[config.mk]
export PLATFORM = sky130hd
export DESIGN_NAME = serial_subtractor
export DESIGN_NICKNAME = d
export VERILOG_FILES = /design/src/rtl/serial_subtractor.sv
export SDC_FILE = /design/constraint.sdc
export NUM_CORES = 1
export LEC_CHECK = 0
export ABC_AREA = 1
export CAP_MARGIN = 20
export CORE_UTILIZATION = 50
export CTS_CLUSTER_DIAMETER = 80
export DETAILED_ROUTE_END_ITERATION = 6
export PLACE_DENSITY = 0.82
export SETUP_SLACK_MARGIN = 0.15
export SYNTH_ARGS = -nofsm -noshare
export SYNTH_HDL_FRONTEND = slang
export SYNTH_SLANG_ARGS = --single-unit
[constraint.sdc]
create_clock -name clk -period 1.87 [get_ports clk]
set_input_delay 0.561 -clock clk [delete_from_list [all_inputs] [get_ports clk]]
set_output_delay 0.561 -clock clk [all_outputs]
set_load 0.05 [all_outputs]
[src/rtl/serial_subtractor.sv]
// ---------------------------------------------------------------------------
// serial_subtractor
//
// Bit-serial unsigned subtractor: computes (a - b - bin) mod 2^N and the
// borrow out, one bit per clock, LSB first, with a start/done handshake.
//
// Ports
//   clk    in   1  rising-edge clock
//   rst    in   1  asynchronous active-high reset
//   start  in   1  request; accepted only in IDLE or DONE
//   a      in   N  minuend, captured on an accepted start
//   b      in   N  subtrahend, captured on an accepted start
//   bin    in   1  borrow in, captured on an accepted start
//   busy   out  1  high while an operation is in RUN
//   done   out  1  one-cycle pulse when diff/bout are updated
//   diff   out  N  (a - b - bin) mod 2^N, held until the next completion
//   bout   out  1  borrow out, 1 iff a < b + bin
// ---------------------------------------------------------------------------
module serial_subtractor #(
    parameter int N = 4
) (
    input  logic         clk,
    input  logic         rst,
    input  logic         start,
    input  logic [N-1:0] a,
    input  logic [N-1:0] b,
    input  logic         bin,
    output logic         busy,
    output logic         done,
    output logic [N-1:0] diff,
    output logic         bout
);

    localparam int CW = $clog2(N) + 1;
    localparam logic [CW-1:0] LAST_COUNT = CW'(N - 1);

    typedef enum logic [1:0] {
        ST_IDLE = 2'd0,
        ST_RUN  = 2'd1,
        ST_DONE = 2'd2
    } state_t;

    state_t         state_r;
    logic [N-1:0]   a_r;
    logic [N-1:0]   b_r;
    logic [N-1:0]   work_r;
    logic [N-1:0]   diff_r;
    logic [CW-1:0]  count_r;
    logic           borrow_r;
    logic           bout_r;
    logic           busy_r;
    logic           done_r;

    logic           d_s;
    logic           borrow_next_s;
    logic [N-1:0]   work_next_s;

    // Single-bit difference of a full subtractor.
    function automatic logic sub_diff_bit(input logic x, input logic y, input logic bw);
        return x ^ y ^ bw;
    endfunction

    // Borrow generated by x - y - bw: borrow when x=0,y=1, or x==y with a borrow pending.
    function automatic logic sub_borrow_bit(input logic x, input logic y, input logic bw);
        return (~x & y) | (~(x ^ y) & bw);
    endfunction

    // Per-cycle bit-serial datapath: current difference bit, next borrow, next working word.
    always_comb begin
        d_s           = sub_diff_bit(a_r[0], b_r[0], borrow_r);
        borrow_next_s = sub_borrow_bit(a_r[0], b_r[0], borrow_r);
        // New difference bit enters at the MSB so that after N shifts bit 0 lands at LSB.
        work_next_s        = work_r >> 1'b1;
        work_next_s[N-1]   = d_s;
    end

    // Control FSM with all datapath and output registers.
    always_ff @(posedge clk or posedge rst) begin
        if (rst) begin
            state_r  <= ST_IDLE;
            a_r      <= '0;
            b_r      <= '0;
            work_r   <= '0;
            diff_r   <= '0;
            count_r  <= '0;
            borrow_r <= 1'b0;
            bout_r   <= 1'b0;
            busy_r   <= 1'b0;
            done_r   <= 1'b0;
        end else begin
            case (state_r)
                // DONE accepts a new start exactly like IDLE, giving back-to-back throughput.
                ST_IDLE, ST_DONE: begin
                    done_r <= 1'b0;
                    if (start) begin
                        a_r      <= a;
                        b_r      <= b;
                        borrow_r <= bin;
                        count_r  <= '0;
                        work_r   <= '0;
                        busy_r   <= 1'b1;
                        state_r  <= ST_RUN;
                    end else begin
                        busy_r   <= 1'b0;
                        state_r  <= ST_IDLE;
                    end
                end
                // start is deliberately not looked at here.
                ST_RUN: begin
                    a_r      <= a_r >> 1'b1;
                    b_r      <= b_r >> 1'b1;
                    borrow_r <= borrow_next_s;
                    work_r   <= work_next_s;
                    count_r  <= count_r + CW'(1);
                    if (count_r == LAST_COUNT) begin
                        diff_r  <= work_next_s;
                        bout_r  <= borrow_next_s;
                        busy_r  <= 1'b0;
                        done_r  <= 1'b1;
                        state_r <= ST_DONE;
                    end else begin
                        busy_r  <= 1'b1;
                        done_r  <= 1'b0;
                        state_r <= ST_RUN;
                    end
                end
                default: begin
                    busy_r  <= 1'b0;
                    done_r  <= 1'b0;
                    state_r <= ST_IDLE;
                end
            endcase
        end
    end

    assign busy = busy_r;
    assign done = done_r;
    assign diff = diff_r;
    assign bout = bout_r;

endmodule
* Word level (Yosys, flattened, before mapping)
Index checks and enable logic that the tools add are counted.
** Operators by class
- Add/sub/neg operators :: 1
- Bitwise gates (word level) :: 7
- Reductions and logical operators :: 5
- Multiplexer cells :: 18
- Equal/unequal tests :: 4
** Operators with widths (count)
- $pmux W4 S2 :: 3
- $mux W4 :: 3
- $mux W1 :: 6
- $pmux W3 S2 :: 1
- $pmux W1 S2 :: 2
- $pmux W2 S2 :: 1
- $reduce_and A2 Y1 :: 2
- $add A3 B1 Y3 const B :: 1
- $eq A3 B2 Y1 const B :: 1
- $mux W3 :: 1
- $and A1 B1 Y1 :: 2
- $eq A2 B1 Y1 const B :: 1
- $eq A2 B2 Y1 const B :: 1
- $logic_not A2 Y1 :: 1
- $mux W2 :: 1
- $ne A2 B2 Y1 const B :: 1
- $not A1 Y1 :: 2
- $reduce_bool A2 Y1 :: 1
- $reduce_or A2 Y1 :: 1
- $xor A1 B1 Y1 :: 2
- $or A1 B1 Y1 :: 1
** Storage, ports and cells
- Output and inout port bits :: 7
- Bits in registers :: 25
- Input bits :: 12
- Word-level logic and storage cells :: 45

* Longest topological paths before layout
- Depth in word-level cells :: 5
- Depth in mapped cells :: 7
- Depth with buffers taken out :: 7

* Worst setup path after synthesis
OpenSTA, ideal clock, no wires.
- Path kind :: register -> register
- From :: reg done (netlist name)
- To :: reg a_r[1]
- Setup time :: 117 ps
- Setup slack :: 479 ps
- Clock period less this slack :: 1391 ps
- Arrival :: 1273 ps
- Path buffers :: 1
- Cell stages (with the launch flop) :: 7
- Data required time :: 1753 ps
- Path through :: dfrtp_1 inv_2 nand2_4 nand2_2 buf_6 nand3_1 nand2_1
** RTL lines
- end signal: assignment :: line 110 : a_r <= a_r >> 1'b1;
- end: declaration :: line 44 : logic [N-1:0] a_r;

==> metrics.txt <==
outcome=finished clean; Final Power=2.41 mW; starting density of the core=0.537; met3 usage=0.0377; GR Overflow Total=0; Slew Limit Headroom=0.816; Layout Area Growth over Synthesis=24.6%; CP Capture Type=primary output; #FFs+latches synth=22; Post-DRT Antenna Nets=0; post-synthesis compound-gate area fraction=0.0713; gr busiest metal=met2; routability cong.=0.828; Buffers on Ports=18; synth warn=0; mux cell area share after synthesis=0; FP Rows=16; crit-path cells=buf_12; grt met1 use=0.226; routing usage on met2=0.316; Post-CTS Setup Bufs=0; P per Cell Area=1840 nW/um^2; Tightest Pin Transition=0.276 ns; cell family with most CP delay=flip-flops; dpl cells=168; Fmax=630 MHz; CTS tree=done; Die Ht=47.9 microns; First-pass DRT Iterations=4; post-synthesis xor/xnor area fraction=0; dpl hpwl=1.38 mm; commonest cells after routing, fill and taps aside=nand2_1 (37), inv_1 (22), dfrtp_1 (21); RSZ-0062 raised after global routing=no; CP Max Fanout=9; Longest Clk Path Bufs=2; Clock transition at path regs=0.11 ns; CTS Buf Count=3; number of global-route vias before repair=720; final non-filler cell total=172; antenna violations before repair=0; syn avg cell area=8.64 sq um; total number of vias=809; syn_nets=137; Core Region=1960 sq um; clk_lat worst skew=0.31 ns; largest net degree at the start of global routing=23; Mapped Cells=122; GRT Total Usage=0.192; simple-gate share of the synthesized area=0.247; worst clock skew=0.00512 ns; Worst IR Drop VDD=0.943 mV; post-synthesis sequential area ratio=0.523; vias per cell=4.70; final instance area=1310 sq um; max-cap violations=0; HP Class=reg -> reg; layout cell share with drive strength beyond 1=0.200; Slowest cell on crit path=dfrtp_2; first-pass GRT wire length=2.93 mm; Avg WL per Cell=10.9 microns; WP buf/inv=1; Die ar.=2290 sq um; CP required=1.31 ns; Leakage Power=0.711 nW; Clock Root Buffer=clkbuf_4; Final Hold Fails=0; io pins=19; H-tree depth=1; Setup TNS=0 ns; Mapped Area=1050 sq um; CP Launch Type=register; Chip Width=47.9 microns; Final Critical Period=1.59 ns; clock sinks=22; main combinational cell family by area after synthesis=simple AND/OR/NAND/NOR gates; Routed WL=1.88 mm; Max stage delay on crit path=0.54 ns; Slew Limit Fails=0; CP Class=reg -> out; Nets=161; critical path arrival=1.03 ns; Iter 0 DRT Violations=20; Yosys cell types=17; diodes inserted=0; Final Setup Violations=0; Adder-Cell Fraction of Synth Area=0.0428; Cell Area, Placed=1270 sq um; period utilization=0.849; commonest non-fill, non-tap cell in the layout=nand2_1; DRC violations left=0
-- cell type report --
type	instances	area [sq um]
inverter	26	100
fill	171	649
multi-input combinational	72	380
sequential	22	552
timing repair buffer	21	210
clock buffer	4	36.3
tap	27	33.8
-- synth_stat cells, drive strengths merged --
cell,instances,area share
nand2,41,0.17
inv,26,0.095
dfrtp,22,0.52
nand3,13,0.062
o21ai,11,0.063
buf,2,0.021
ha,2,0.024
nor2,2,0.014
a21oi,1,0.0083
fa,1,0.019
or2,1,0.0059
-- kinds of logic after synthesis --
group                    count (synthesis)
flip-flops                              22
AO/OA/AOI/OAI                           12
adder cells (fa/ha/maj)                  3
AND/OR/NAND/NOR                         57
buffers and inverters                   28
-- layer usage --
metal | up-vias | wire (microns) | share of wire
li1 | 414 | - | -
met1 | 371 | 827 | 0.44
met2 | 20 | 957 | 0.51
met3 | 4 | 60 | 0.032
met4 | 0 | 38 | 0.020
met5 | - | 0 | 0
-- timing repair --
action,CTS,global route
hold buffers,0,0
setup endpoints to repair,1,0
hold endpoints to repair,0,0
resized for setup,1,0
-- where the power goes --
| group | leakage, nW | internal (mW) | switching, mW |
|---|---|---|---|
| combinational | 0.417 | 0.487 | 0.797 |
| clock | 0.0210 | 0.119 | 0.141 |
| sequential | 0.273 | 0.703 | 0.165 |
| total | 0.711 | 1.31 | 1.10 |
-- final timing paths --
kind,slack [ns],depth (start not counted),from,to
worst max-delay path,0.28,1,state_r[0],busy
worst min-delay path,0.49,2,count_r[1],count_r[1]
worst max register to register,0.51,4,count_r[0],count_r[2]
worst min register to register,0.49,2,count_r[1],count_r[1]
max in group asynchronous,1.04,3,rst,state_r[0]
min in group asynchronous,0.59,3,rst,diff[3]
-- flip-flops by register name (all words and copies together), names as in the netlist --
name / cells
b_r: 4
state_r: 1
done: 1
a_r: 4
borrow_r: 1
bout: 1
count_r: 3
work_r: 3
diff: 4
-- per-stage QoR --
stage	hold slack, ns	util	setup slack, ns
5_1_grt	0.526	0.669	0.248
2_1_floorplan	0.446	-	0.479
4_1_cts	0.495	0.669	0.268
3_5_place_dp	0.467	0.650	0.251
6_report	0.488	0.669	0.283
3_3_place_gp	0.464	0.650	0.277
No activity file was read; power rests on OpenSTA's default activity.
==> patch (same settings) <==
Reset style: synchronous (`rst`), changed in one clocked block. Comments in the files are not updated.
--- a/src/rtl/serial_subtractor.sv
+++ b/src/rtl/serial_subtractor.sv
@@ -76,5 +76,5 @@
 
     // Control FSM with all datapath and output registers.
-    always_ff @(posedge clk or posedge rst) begin
+    always_ff @(posedge clk) begin
         if (rst) begin
             state_r  <= ST_IDLE;
Formal check against the unedited RTL: differs if rst is asserted again (counterexample within 4 cycles, from zero or initial values and one cycle with rst high); with rst held inactive, the same outputs for 10 cycles.
==> patch against the original RTL <==
Critical path depth is the same. Area after synthesis shrank 4.6%. Setup slack gained 0.049 ns. Global-route usage grew 1.7 points. Wire length grew 2.1%. Sequential cell count grew 1. Largest cell class unchanged. Cell area shrank 7.1%. Core utilization grew 0.74 points.
Power is not compared: it rests on default switching activity, and its combinational part moved more than twofold at a synthesized area within 25%.
==> patch: results (changes against the original RTL) <==
Run status
  – Outcome: complete, no violations (unchanged)

Cells and area
  – Final clock-cell share: 0.0226 (was 0.0276)
  – Nonclk buf count: 20 (was 21)
  – Nets: 162 (was 161)
  – Reg area: 460 um2 (was 552 um2)

GRT
  – Grt met1 use: 0.260 (was 0.226)
  – Global-route met2 utilization: 0.361 (was 0.316)
  – Largest net degree at the start of global routing: 17 (was 23)
  – Number of global-route vias before repair: 785 (was 720)
  – GRT Total Usage: 0.210 (was 0.192)

Drt
  – Mean number of vias per cell: 4.97 (was 4.70)
  – Drt wl/cell: 11.2 um (was 10.9 um)
  – WL met2: 934 um (was 957 um)
  – M1 wire length: 908 um (was 827 um)

Synthesis
  – Ys async rst share: 0 (was 1.00)
  – Sequential element share of the synthesized area: 0.458 (was 0.523)
  – Area contributors post-synth: dfxtp_1 46%, nand3_1 9.5%, nand2_1 8.2%, nor2_1 5.6%, a21oi_1 5.0% (was dfrtp_1 52%, nand2_1 13%, inv_1 7.8%, nand3_1 6.2%, o21ai_0 3.8%)
  – Adder and majority gate portion of the synthesized area: 0.0448 (was 0.0428)

Min path
  – Worst hold endpoint: diff[0] (was count_r[1])
  – Hold path startpoint: diff[0] (was count_r[1])

Critical path
  – Reg2reg end: borrow_r (was count_r[2])
  – Critical path peak fanout: 3 (was 9)
  – Register-to-Register Path Depth: 6 (was 4)
  – Worst path max stage delay: 0.49 ns (was 0.54 ns)

Clock tree
  – Resize count post-CTS: 0 (was 1)
patch: changes by cell type after synthesis, sizes merged, moves of 6 or more:
cell	before	now
a21oi	1	10
dfrtp	22	0
dfxtp	0	23
inv	26	14
nand2	41	25
nand3	13	20
nor2	2	16
nor3	0	6
o21ai	11	2
patch: worst max path at each step:
stage / end / startpoint / slack (ns)
final: busy / state_r[0] / 0.33
after global routing: busy / state_r[0] / 0.29
after CTS: busy / state_r[0] / 0.32
after detailed placement: a_r[0] / start / 0.18
after global placement: borrow_r / start / 0.21
after floorplan: bout / state_r[0] / 0.45
patch: stage by stage:
stage	std cells	util	worst slack, ns
2_1_floorplan	126	-	0.446
3_3_place_gp	167	0.661	0.206
3_5_place_dp	167	0.661	0.181
4_1_cts	171	0.676	0.320
5_1_grt	171	0.676	0.292
6_report	171	0.676	0.332
patch: kinds of logic (layout without fill, tap and decap cells):
family	after synthesis	count (layout)
adders and majority gates	3	3
AOI/OAI and AO/OA	12	12
DFF	23	23
and+or+nand+nor	69	69
buffers and inverters	19	39
